==> src/rtl/csr_register_file_pkg.sv <==
// Shared machine-mode CSR definitions: addresses, mstatus bit positions,
// XLEN width codes and synchronous exception codes.
package csr_register_file_pkg;

  localparam logic [1:0] XLEN_32B = 2'd1;
  localparam logic [1:0] XLEN_64B = 2'd2;

  localparam logic [25:0] SUPPORTED_EXTENSIONS_DEFAULT = 26'h000_1104;

  localparam logic [11:0] CSR_MSTATUS   = 12'h300;
  localparam logic [11:0] CSR_MISA      = 12'h301;
  localparam logic [11:0] CSR_MIE       = 12'h304;
  localparam logic [11:0] CSR_MTVEC     = 12'h305;
  localparam logic [11:0] CSR_MSCRATCH  = 12'h340;
  localparam logic [11:0] CSR_MEPC      = 12'h341;
  localparam logic [11:0] CSR_MCAUSE    = 12'h342;
  localparam logic [11:0] CSR_MTVAL     = 12'h343;
  localparam logic [11:0] CSR_MCYCLE    = 12'hB00;
  localparam logic [11:0] CSR_MINSTRET  = 12'hB02;
  localparam logic [11:0] CSR_MCYCLEH   = 12'hB80;
  localparam logic [11:0] CSR_MINSTRETH = 12'hB82;
  localparam logic [11:0] CSR_MVENDORID = 12'hF11;
  localparam logic [11:0] CSR_MARCHID   = 12'hF12;
  localparam logic [11:0] CSR_MIMPID    = 12'hF13;
  localparam logic [11:0] CSR_MHARTID   = 12'hF14;

  localparam int MSTATUS_MIE    = 3;
  localparam int MSTATUS_MPIE   = 7;
  localparam int MSTATUS_MPP_LO = 11;
  localparam int MSTATUS_MPP_HI = 12;

  typedef enum logic [3:0] {
    EXC_INSTR_MISALIGNED = 4'd0,
    EXC_INSTR_FAULT      = 4'd1,
    EXC_ILLEGAL_INSTR    = 4'd2,
    EXC_BREAKPOINT       = 4'd3,
    EXC_LOAD_MISALIGNED  = 4'd4,
    EXC_LOAD_FAULT       = 4'd5,
    EXC_STORE_MISALIGNED = 4'd6,
    EXC_STORE_FAULT      = 4'd7,
    EXC_ECALL_M          = 4'd11
  } exc_code_e;

  function automatic logic [1:0] mxl_for(input logic [1:0] xlen);
    return (xlen == XLEN_32B) ? 2'b01 : 2'b10;
  endfunction

endpackage

==> src/rtl/csr_counter64.sv <==
// 64-bit event counter with increment enable and independently writable
// halves; a write to either half takes precedence over the increment.
module csr_counter64 (
  input  logic        clk,
  input  logic        rst_n,
  input  logic        inc,
  input  logic        we_lo,
  input  logic        we_hi,
  input  logic [31:0] wdata_lo,
  input  logic [31:0] wdata_hi,
  output logic [63:0] count
);

  always_ff @(posedge clk or negedge rst_n) begin
    if (!rst_n) begin
      count <= '0;
    end else if (we_lo || we_hi) begin
      count <= {we_hi ? wdata_hi : count[63:32], we_lo ? wdata_lo : count[31:0]};
    end else if (inc) begin
      count <= count + 64'd1;
    end
  end

endmodule

==> src/rtl/csr_register_file.sv <==
// Machine-mode CSR register file: combinational read port, masked write
// commit, trap entry / MRET state updates and the cycle/instret counters.
module csr_register_file
  import csr_register_file_pkg::*;
#(
  parameter logic [1:0]  XLEN                 = XLEN_64B,
  parameter logic [25:0] SUPPORTED_EXTENSIONS = SUPPORTED_EXTENSIONS_DEFAULT,
  localparam int         W                    = 1 << (int'(XLEN) + 4)
) (
  input  logic         i_clk,
  input  logic         i_rst_n,
  input  logic [11:0]  i_csr_addr,
  input  logic         i_csr_we,
  input  logic [W-1:0] i_csr_wdata,
  input  logic         i_trap_valid,
  input  logic [W-2:0] i_trap_cause,
  input  logic [W-1:0] i_trap_pc,
  input  logic [W-1:0] i_trap_tval,
  input  logic         i_mret,
  input  logic         i_instret,
  output logic [W-1:0] o_csr_rdata,
  output logic         o_csr_illegal,
  output logic [W-1:0] o_trap_target,
  output logic [W-1:0] o_mepc,
  output logic         o_mstatus_mie
);

  localparam bit IS32 = (XLEN == XLEN_32B);

  logic         mie_en;
  logic         mpie;
  logic [1:0]   mpp;
  logic [W-1:0] mie_csr;
  logic [W-1:0] mtvec;
  logic [W-1:0] mscratch;
  logic [W-1:0] mepc;
  logic [W-1:0] mcause;
  logic [W-1:0] mtval;
  logic [63:0]  mcycle;
  logic [63:0]  minstret;
  logic [63:0]  wdata64;
  logic [31:0]  wdata_hi;
  logic         implemented;
  logic         ro_space;
  logic         csr_wr;

  assign ro_space = (i_csr_addr[11:10] == 2'b11);
  // Lower-priority events are dropped whole when a trap or MRET retires.
  assign csr_wr   = i_csr_we && implemented && !ro_space && !i_trap_valid && !i_mret;
  assign wdata64  = 64'(i_csr_wdata);
  assign wdata_hi = IS32 ? wdata64[31:0] : wdata64[63:32];

  always_comb begin
    o_csr_rdata = '0;
    implemented = 1'b1;
    case (i_csr_addr)
      CSR_MSTATUS: begin
        o_csr_rdata[MSTATUS_MIE]                   = mie_en;
        o_csr_rdata[MSTATUS_MPIE]                  = mpie;
        o_csr_rdata[MSTATUS_MPP_HI:MSTATUS_MPP_LO] = mpp;
      end
      CSR_MISA: begin
        o_csr_rdata[W-1:W-2] = mxl_for(XLEN);
        o_csr_rdata[25:0]    = SUPPORTED_EXTENSIONS;
      end
      CSR_MIE:       o_csr_rdata = mie_csr;
      CSR_MTVEC:     o_csr_rdata = mtvec;
      CSR_MSCRATCH:  o_csr_rdata = mscratch;
      CSR_MEPC:      o_csr_rdata = mepc;
      CSR_MCAUSE:    o_csr_rdata = mcause;
      CSR_MTVAL:     o_csr_rdata = mtval;
      CSR_MCYCLE:    o_csr_rdata = mcycle[W-1:0];
      CSR_MINSTRET:  o_csr_rdata = minstret[W-1:0];
      CSR_MCYCLEH: begin
        if (IS32) o_csr_rdata = W'(mcycle[63:32]);
        else      implemented = 1'b0;
      end
      CSR_MINSTRETH: begin
        if (IS32) o_csr_rdata = W'(minstret[63:32]);
        else      implemented = 1'b0;
      end
      CSR_MHARTID, CSR_MVENDORID, CSR_MARCHID, CSR_MIMPID: o_csr_rdata = '0;
      default:       implemented = 1'b0;
    endcase
  end

  assign o_csr_illegal = !implemented || (i_csr_we && ro_space);

  always_ff @(posedge i_clk or negedge i_rst_n) begin
    if (!i_rst_n) begin
      mie_en   <= 1'b0;
      mpie     <= 1'b0;
      mpp      <= 2'b11;
      mie_csr  <= '0;
      mtvec    <= '0;
      mscratch <= '0;
      mepc     <= '0;
      mcause   <= '0;
      mtval    <= '0;
    end else if (i_trap_valid) begin
      mepc   <= {i_trap_pc[W-1:1], 1'b0};
      mcause <= {1'b0, i_trap_cause};
      mtval  <= i_trap_tval;
      mpie   <= mie_en;
      mie_en <= 1'b0;
      mpp    <= 2'b11;
    end else if (i_mret) begin
      mie_en <= mpie;
      mpie   <= 1'b1;
      mpp    <= 2'b11;
    end else if (csr_wr) begin
      case (i_csr_addr)
        CSR_MSTATUS: begin
          mie_en <= i_csr_wdata[MSTATUS_MIE];
          mpie   <= i_csr_wdata[MSTATUS_MPIE];
          mpp    <= i_csr_wdata[MSTATUS_MPP_HI:MSTATUS_MPP_LO];
        end
        CSR_MIE:      mie_csr  <= i_csr_wdata;
        CSR_MTVEC:    mtvec    <= i_csr_wdata;
        CSR_MSCRATCH: mscratch <= i_csr_wdata;
        CSR_MEPC:     mepc     <= {i_csr_wdata[W-1:1], 1'b0};
        CSR_MCAUSE:   mcause   <= i_csr_wdata;
        CSR_MTVAL:    mtval    <= i_csr_wdata;
        default: ;
      endcase
    end
  end

  csr_counter64 u_mcycle (
    .clk      (i_clk),
    .rst_n    (i_rst_n),
    .inc      (1'b1),
    .we_lo    (csr_wr && (i_csr_addr == CSR_MCYCLE)),
    .we_hi    (csr_wr && (i_csr_addr == (IS32 ? CSR_MCYCLEH : CSR_MCYCLE))),
    .wdata_lo (wdata64[31:0]),
    .wdata_hi (wdata_hi),
    .count    (mcycle)
  );

  csr_counter64 u_minstret (
    .clk      (i_clk),
    .rst_n    (i_rst_n),
    .inc      (i_instret),
    .we_lo    (csr_wr && (i_csr_addr == CSR_MINSTRET)),
    .we_hi    (csr_wr && (i_csr_addr == (IS32 ? CSR_MINSTRETH : CSR_MINSTRET))),
    .wdata_lo (wdata64[31:0]),
    .wdata_hi (wdata_hi),
    .count    (minstret)
  );

  assign o_trap_target = {mtvec[W-1:2], 2'b00};
  assign o_mepc        = mepc;
  assign o_mstatus_mie = mie_en;

endmodule

==> config.mk <==
export PLATFORM = sky130hd
export DESIGN_NAME = csr_register_file
export DESIGN_NICKNAME = d
export VERILOG_FILES = /design/src/rtl/csr_register_file_pkg.sv /design/src/rtl/csr_counter64.sv /design/src/rtl/csr_register_file.sv
export SDC_FILE = /design/constraint.sdc
export NUM_CORES = 1
export LEC_CHECK = 0
export CAP_MARGIN = 15
export CORE_MARGIN = 1
export CORE_UTILIZATION = 55
export DETAILED_ROUTE_END_ITERATION = 7
export PLACE_DENSITY = 0.83
export SETUP_SLACK_MARGIN = 0.5
export SYNTH_ARGS = -nofsm -noshare
export SYNTH_HDL_FRONTEND = slang
export SYNTH_SLANG_ARGS = --single-unit
==> constraint.sdc <==
create_clock -name i_clk -period 4.7 [get_ports i_clk]
set_input_delay 0.705 -clock i_clk [delete_from_list [all_inputs] [get_ports i_clk]]
set_output_delay 0.705 -clock i_clk [all_outputs]
set_load 0.02 [all_outputs]
==> results of run 1 <==
-- area by class of cell --
type,count,area [um2]
inverters,18,67.6
diodes,3,7.51
clock inverters,23,280
clock buffers,74,1550
repair buffers,529,5500
well taps,615,769
fillers,3370,14200
multi-input cells,1815,12400
flip-flops and latches,515,12900
-- critical path, stage by stage --
cell and delay (ns):
clkdlybuf4s50_1 0.54, or4_4 0.63, nor4_4 0.23, buf_4 0.22, clkbuf_16 0.27, a222oi_1 0.17, o211ai_1 0.13, clkdlybuf4s50_1 0.63
-- flip-flops by register name, indices dropped and copies added (netlist names) --
signal,flops
mtvec,64
u_minstret.count,64
mpie,1
o_mepc,63
mcause,64
u_mcycle.count,64
mpp,2
o_mstatus_mie,1
mie_csr,64
mscratch,64
mtval,64
-- worst max path at each step --
| stage | startpoint | depth (start not counted) | to |
|---|---|---|---|
| global placement | i_csr_addr[6] | 8 | o_csr_rdata[7] |
| floorplan | i_csr_addr[3] | 7 | o_csr_rdata[46] |
| global route | i_csr_addr[6] | 8 | o_csr_rdata[36] |
| CTS | i_csr_addr[7] | 8 | o_csr_rdata[46] |
| detailed placement | i_csr_addr[6] | 8 | o_csr_rdata[7] |
| finish | i_csr_addr[6] | 8 | o_csr_rdata[46] |
-- power groups by stage --
stage	combinational (W)	sequential, W	clock (W)
4_1_cts	0.00101	0.00482	0.00447
3_3_place_gp	0.000966	0.00489	0
2_1_floorplan	0.000341	0.00490	0
3_5_place_dp	0.000995	0.00490	0
5_1_grt	0.00110	0.00485	0.00463
6_report	0.00102	0.00483	0.00445
-- synthesized netlist by cell type (all sizes together) (67+ instances only) --
| master | number |
|---|---|
| a21oi | 151 |
| a222oi | 67 |
| a22oi | 117 |
| buf | 120 |
| clkbuf | 135 |
| dfrtp | 513 |
| mux2 | 195 |
| mux2i | 199 |
| nand2 | 256 |
| nand3 | 118 |
| nor2 | 182 |
| o21ai | 194 |
| xnor2 | 71 |
-- what timing repair did --
item / CTS / global route
resized for setup: 10 / 39
gates cloned: 0 / 1
hold endpoints to repair: 0 / 0
setup endpoints to repair: 61 / 58
setup buffers: 0 / 1
-- through the flow --
stage          util [%]  worst slack, ns  std cells  power, W
5_1_grt            70.3            0.376       3589    0.0106
3_5_place_dp       66.1            0.299       3490   0.00589
6_report           70.3            0.428       3592    0.0103
3_3_place_gp       66.1            0.374       3490   0.00585
2_1_floorplan         -             1.38       2603   0.00524
4_1_cts            70.0            0.504       3587    0.0103
-- layer usage --
metal	up-vias	part of all wire [%]
met2	1431	47
li1	10000	-
met3	273	9.0
met1	11600	39
met5	-	0.015
met4	2	4.4
-- cell usage in the layout (no fill, tap or decap), drive strengths merged, types with 13 or more instances in the layout --
cell type and instances:
dlymetal6s2s 31, and3 32, a222oi 67, nand2 256
dfrtp 513, nor3 39, nand3 118, nor2 182
mux2i 199, clkbuf 75, a22o 38, o21ai 194
nand4 32, nor4 21, xnor2 71, a22oi 117
clkinv 13, mux2 195, inv 19, a21oi 151
xor2 54, buf 70, clkdlybuf4s50 421
-- cells by family (layout without fill, tap and decap cells) --
kind of cell / after synthesis / after routing / synth area share [%]
adder cells (fa/ha/maj): 2 / 2 / 0.0943
AND/OR/NAND/NOR: 712 / 712 / 12.2
multiplexers: 394 / 394 / 15.8
XOR/XNOR: 125 / 125 / 4.12
flip-flops: 515 / 515 / 48.6
AO/OA/AOI/OAI: 579 / 579 / 14.0
other: 1 / 6 / 0.0141
buffers and inverters: 273 / 644 / 5.22
==> results.yml, run 1 <==
place:
  dp_hpwl_mm: 58.3
  place_area_um2: 31500
  globalplace.congestion: 0.881
  io_buffers: 462
hold_path:
  hold_path_class: "primary input to async pin"
pwr:
  total_leakage_power_nw: 14.5
  power_density_nw_per_um2: 307
  pwr-share-seq_pct: 46.9
  p_switching_w: 0.00256
  p_clk_share_pct: 43.2
  internal-power_w: 0.00773
  comb_power_share_pct: 9.9
  vdd.ir_drop.worst_uv: 254
  p_sw_share_pct: 24.9
global_routing:
  grt_max_degree: 207
  grt_remaining_overflow: 0
  grt_pass1_wl_mm: 135
  track_usage_pct: 35.0
  grt_util_met3_pct: 6.29
  grtUsageMet1_pct: 45.9
  antenna_found_initial: 2
  grt_pass1_vias: 23800
  grt_busiest_layer: "met2"
  met2_usage_pct: 56.5
logic_synthesis:
  syn-cell-area_um2: 26500
  synth.area.top_cells: "dfrtp_1, mux2_2, mux2i_1, nand2_1, a22oi_1"
  synth_cell_type_count: 51
  synth_ff_type: "dfrtp_1"
  synth_top_area_cell: "dfrtp_1"
  async_reset_ff_share_pct: 100
  synth_area_per_cell_um2: 10.2
  synth.top_cell.area_share_pct: 48.4
  syn_inst: 2601
  synth_edf_count: 0
  ys_seq_elements: 515
  yosys_warnings: 0
  yosysSeqAreaShare_pct: 48.6
detailed_routing:
  first_pass_iters: 6
  dr_total_vias: 23300
  final_antenna_net_count: 0
  routedWlPerCell_um: 24.4
  drt_iter0_markers: 2924
  routed_wl_mm: 87.6
  viasPerCell: 6.49
  drc: 0
clock_tree:
  path_clk_slew_ns: 0.06
  clkLatencyLatePin_ns: 0.62
  cts_buffer_depth: 3
  cts_hold_buf: 0
  cts_tree: "built"
  numCtsBuffers: 53
  cts_root_buf: "clkbuf_16"
  cts.sinks: 515
  cts_htree_levels: 2
floorplanning:
  die_w_um: 222
  dieArea_um2: 49100
  rows: 80
  core_um2: 47600
  start_util_pct: 55.7
  io_pins: 467
  chipHeight_um: 222
sta:
  worst_hold_slack_ns: 0.0928
  slew_violations: 0
  fin_crit_sh_pct: 90.9
  rsz0062_at_grt: "yes"
  final-setup-viol-count: 0
  fin_setup_tns_ns: 0
  fmax_mhz: 234
  relSlewSlack_pct: 32.6
  finalHoldViolCount: 0
  clock_skew_ns: 0.0305
  tightest_slew_ns: 1.01
  min_period_ns: 4.27
status:
  status: "complete, no violations"
finish:
  syn2layout_area_growth_pct: 26.2
  num-nets-final: 3207
  final_layout_size_suffix_gt1_share_pct: 12.6
  design_area_um2: 33500
setup_path:
  required_ns: 3.99
  r2r_end: "u_minstret.count[60]"
  cp-start-kind: "primary input"
  reg2reg_depth: 6
  crit_path_max_fanout: 31
  end_kind: "primary output"
  critPathKind: "primary input to primary output"
  worstPathArrival_ns: 3.57
  r2r-start: "u_minstret.count[35]"
  r2r_slack_ns: 1.62
flow_run:
  maxCapViolations: 0
No activity file was read; power rests on OpenSTA's default activity.
==> run 2, diff against run 1 <==
Settings changed: CELL_PAD_IN_SITES_DETAIL_PLACEMENT set to 0, CELL_PAD_IN_SITES_GLOBAL_PLACEMENT set to 1, CORE_UTILIZATION 55 to 45, PLACE_DENSITY 0.83 to unset, PLACE_DENSITY_LB_ADDON set to 0.1.
==> run 2 against run 1 <==
Design area rose by 1.1%. Clock power rose by 4%. Maximum frequency rose by 2.7%. Combinational power barely moved. Non-clock buffer count fell by 4. Core utilization fell by 12 points. Power rose by 1.8%. Sequential power barely moved. Count of clock-buffer cells in the layout rose by 20. Register-to-register slack improved by 0.03 ns. Critical endpoint is now o_csr_rdata[62]. Largest cell class unchanged.
==> results.yml, run 2 (synthesized netlist as in run 1, its figures left out) <==
status:
  status: "complete, no violations"
finish:
  layout_commonest_cell: "dfrtp_1"
  most-common-layout-cells: "dfrtp_1, clkdlybuf4s50_1, nand2_1"
  syn2layout_area_growth_pct: 27.6
  final_layout_size_suffix_gt1_share_pct: 12.7
  num-nets-final: 3207
  design_area_um2: 33900
place:
  dp_hpwl_mm: 59.5
  place_area_um2: 31700
  io_buffers: 462
  globalplace.congestion: 0.853
global_routing:
  grt_max_degree: 180
  grt_pass1_vias: 22500
  grt_pass1_wl_mm: 137
  antenna_found_initial: 2
  track_usage_pct: 29.4
  grt_remaining_overflow: 0
sta:
  tightest_slew_ns: 1.05
  rsz0062_at_grt: "yes"
  relSlewSlack_pct: 29.2
  min_period_ns: 4.16
  fin_setup_tns_ns: 0
  fmax_mhz: 240
  slew_violations: 0
  final-setup-viol-count: 0
  finalHoldViolCount: 0
  fin_crit_sh_pct: 88.5
  clock_skew_ns: 0.0186
clock_tree:
  cts.sinks: 515
  cts_buffer_depth: 3
  path_clk_slew_ns: 0.06
  cts_htree_levels: 2
  cts_tree: "built"
  cts_root_buf: "clkbuf_16"
  clkLatencyLatePin_ns: 0.62
  numCtsBuffers: 57
  cts_hold_buf: 0
detailed_routing:
  drt_iter0_markers: 1779
  dr_total_vias: 22300
  routed_wl_mm: 89.1
  viasPerCell: 5.94
  first_pass_iters: 7
  drc: 0
  final_antenna_net_count: 0
  routedWlPerCell_um: 23.8
setup_path:
  crit_path_max_fanout: 24
  startpoint: "i_csr_addr[7]"
  r2r_slack_ns: 1.65
  cp-start-kind: "primary input"
  r2r_end: "u_minstret.count[54]"
  worstPathArrival_ns: 3.45
  required_ns: 3.99
  end_kind: "primary output"
  r2r-start: "u_minstret.count[35]"
  critPathKind: "primary input to primary output"
  reg2reg_depth: 6
pwr:
  vdd.ir_drop.worst_uv: 245
  power_density_nw_per_um2: 310
  total_leakage_power_nw: 14.8
floorplanning:
  dieArea_um2: 60000
  rows: 88
  io_pins: 467
  die_w_um: 245
  chipHeight_um: 245
  start_util_pct: 45.7
  core_um2: 58000
flow_run:
  maxCapViolations: 0
hold_path:
  hold_path_class: "primary input to async pin"
==> run 2: what timing repair did <==
action | CTS | global route
gates cloned | 0 | 0
gates resized for setup | 7 | 52
setup endpoints to repair | 63 | 59
setup buffers | 1 | 0
pin swaps | 1 | 2
==> run 2: cell type report <==
class	count	area [um2]
Antenna cell	1	2.50
Clock inverter	13	121
Clock buffer	94	1850
Multi-Input combinational cell	1815	12400
Inverter	18	67.6
Sequential cell	515	12900
Fill cell	4966	24200
Timing Repair Buffer	525	5550
Tap cell	765	957
==> run 2: worst max-delay path by stage <==
stage / slack [ns] / cells past startpoint / to
detailed placement: 0.26 / 7 / o_csr_rdata[46]
global route: 0.46 / 8 / o_csr_rdata[62]
floorplan: 1.38 / 7 / o_csr_rdata[46]
global placement: 0.31 / 7 / o_csr_rdata[46]
finish: 0.54 / 8 / o_csr_rdata[62]
CTS: 0.50 / 8 / o_csr_rdata[23]
==> run 2: critical path: stages <==
cell and delay (ns):
clkdlybuf4s50_1 0.50, or4_4 0.64, nor4b_4 0.28, buf_4 0.21
buf_12 0.21, a22oi_1 0.12, nand3_1 0.09, clkdlybuf4s50_1 0.65
==> run 2: report_power, final <==
part	internal, W	switching, W	leakage, nW	total (W)
Clock	0.00277	0.00187	0.981	0.00464
Combinational	0.000477	0.000531	7.07	0.00101
Sequential	0.00464	0.000192	6.80	0.00483
==> run 2: metrics by stage <==
stage                     hold WS (ns)  util (%)  setup slack (ns)  std cells  power (W)
after floorplan                  0.409         -              1.38       2603    0.00524
after global placement           0.476      54.7             0.307       3637    0.00589
after detailed placement         0.487      54.7             0.264       3637    0.00591
after CTS                        0.105      58.1             0.503       3745     0.0106
after global routing             0.138      58.4             0.460       3745     0.0108
final                           0.0965      58.4             0.541       3746     0.0105
==> run 2: metal layers <==
metal  share of wire, %  track usage, %
met4                2.1            7.39
met5              0.015               0
met3                6.5            5.20
met1                 44            40.4
met2                 48            48.1
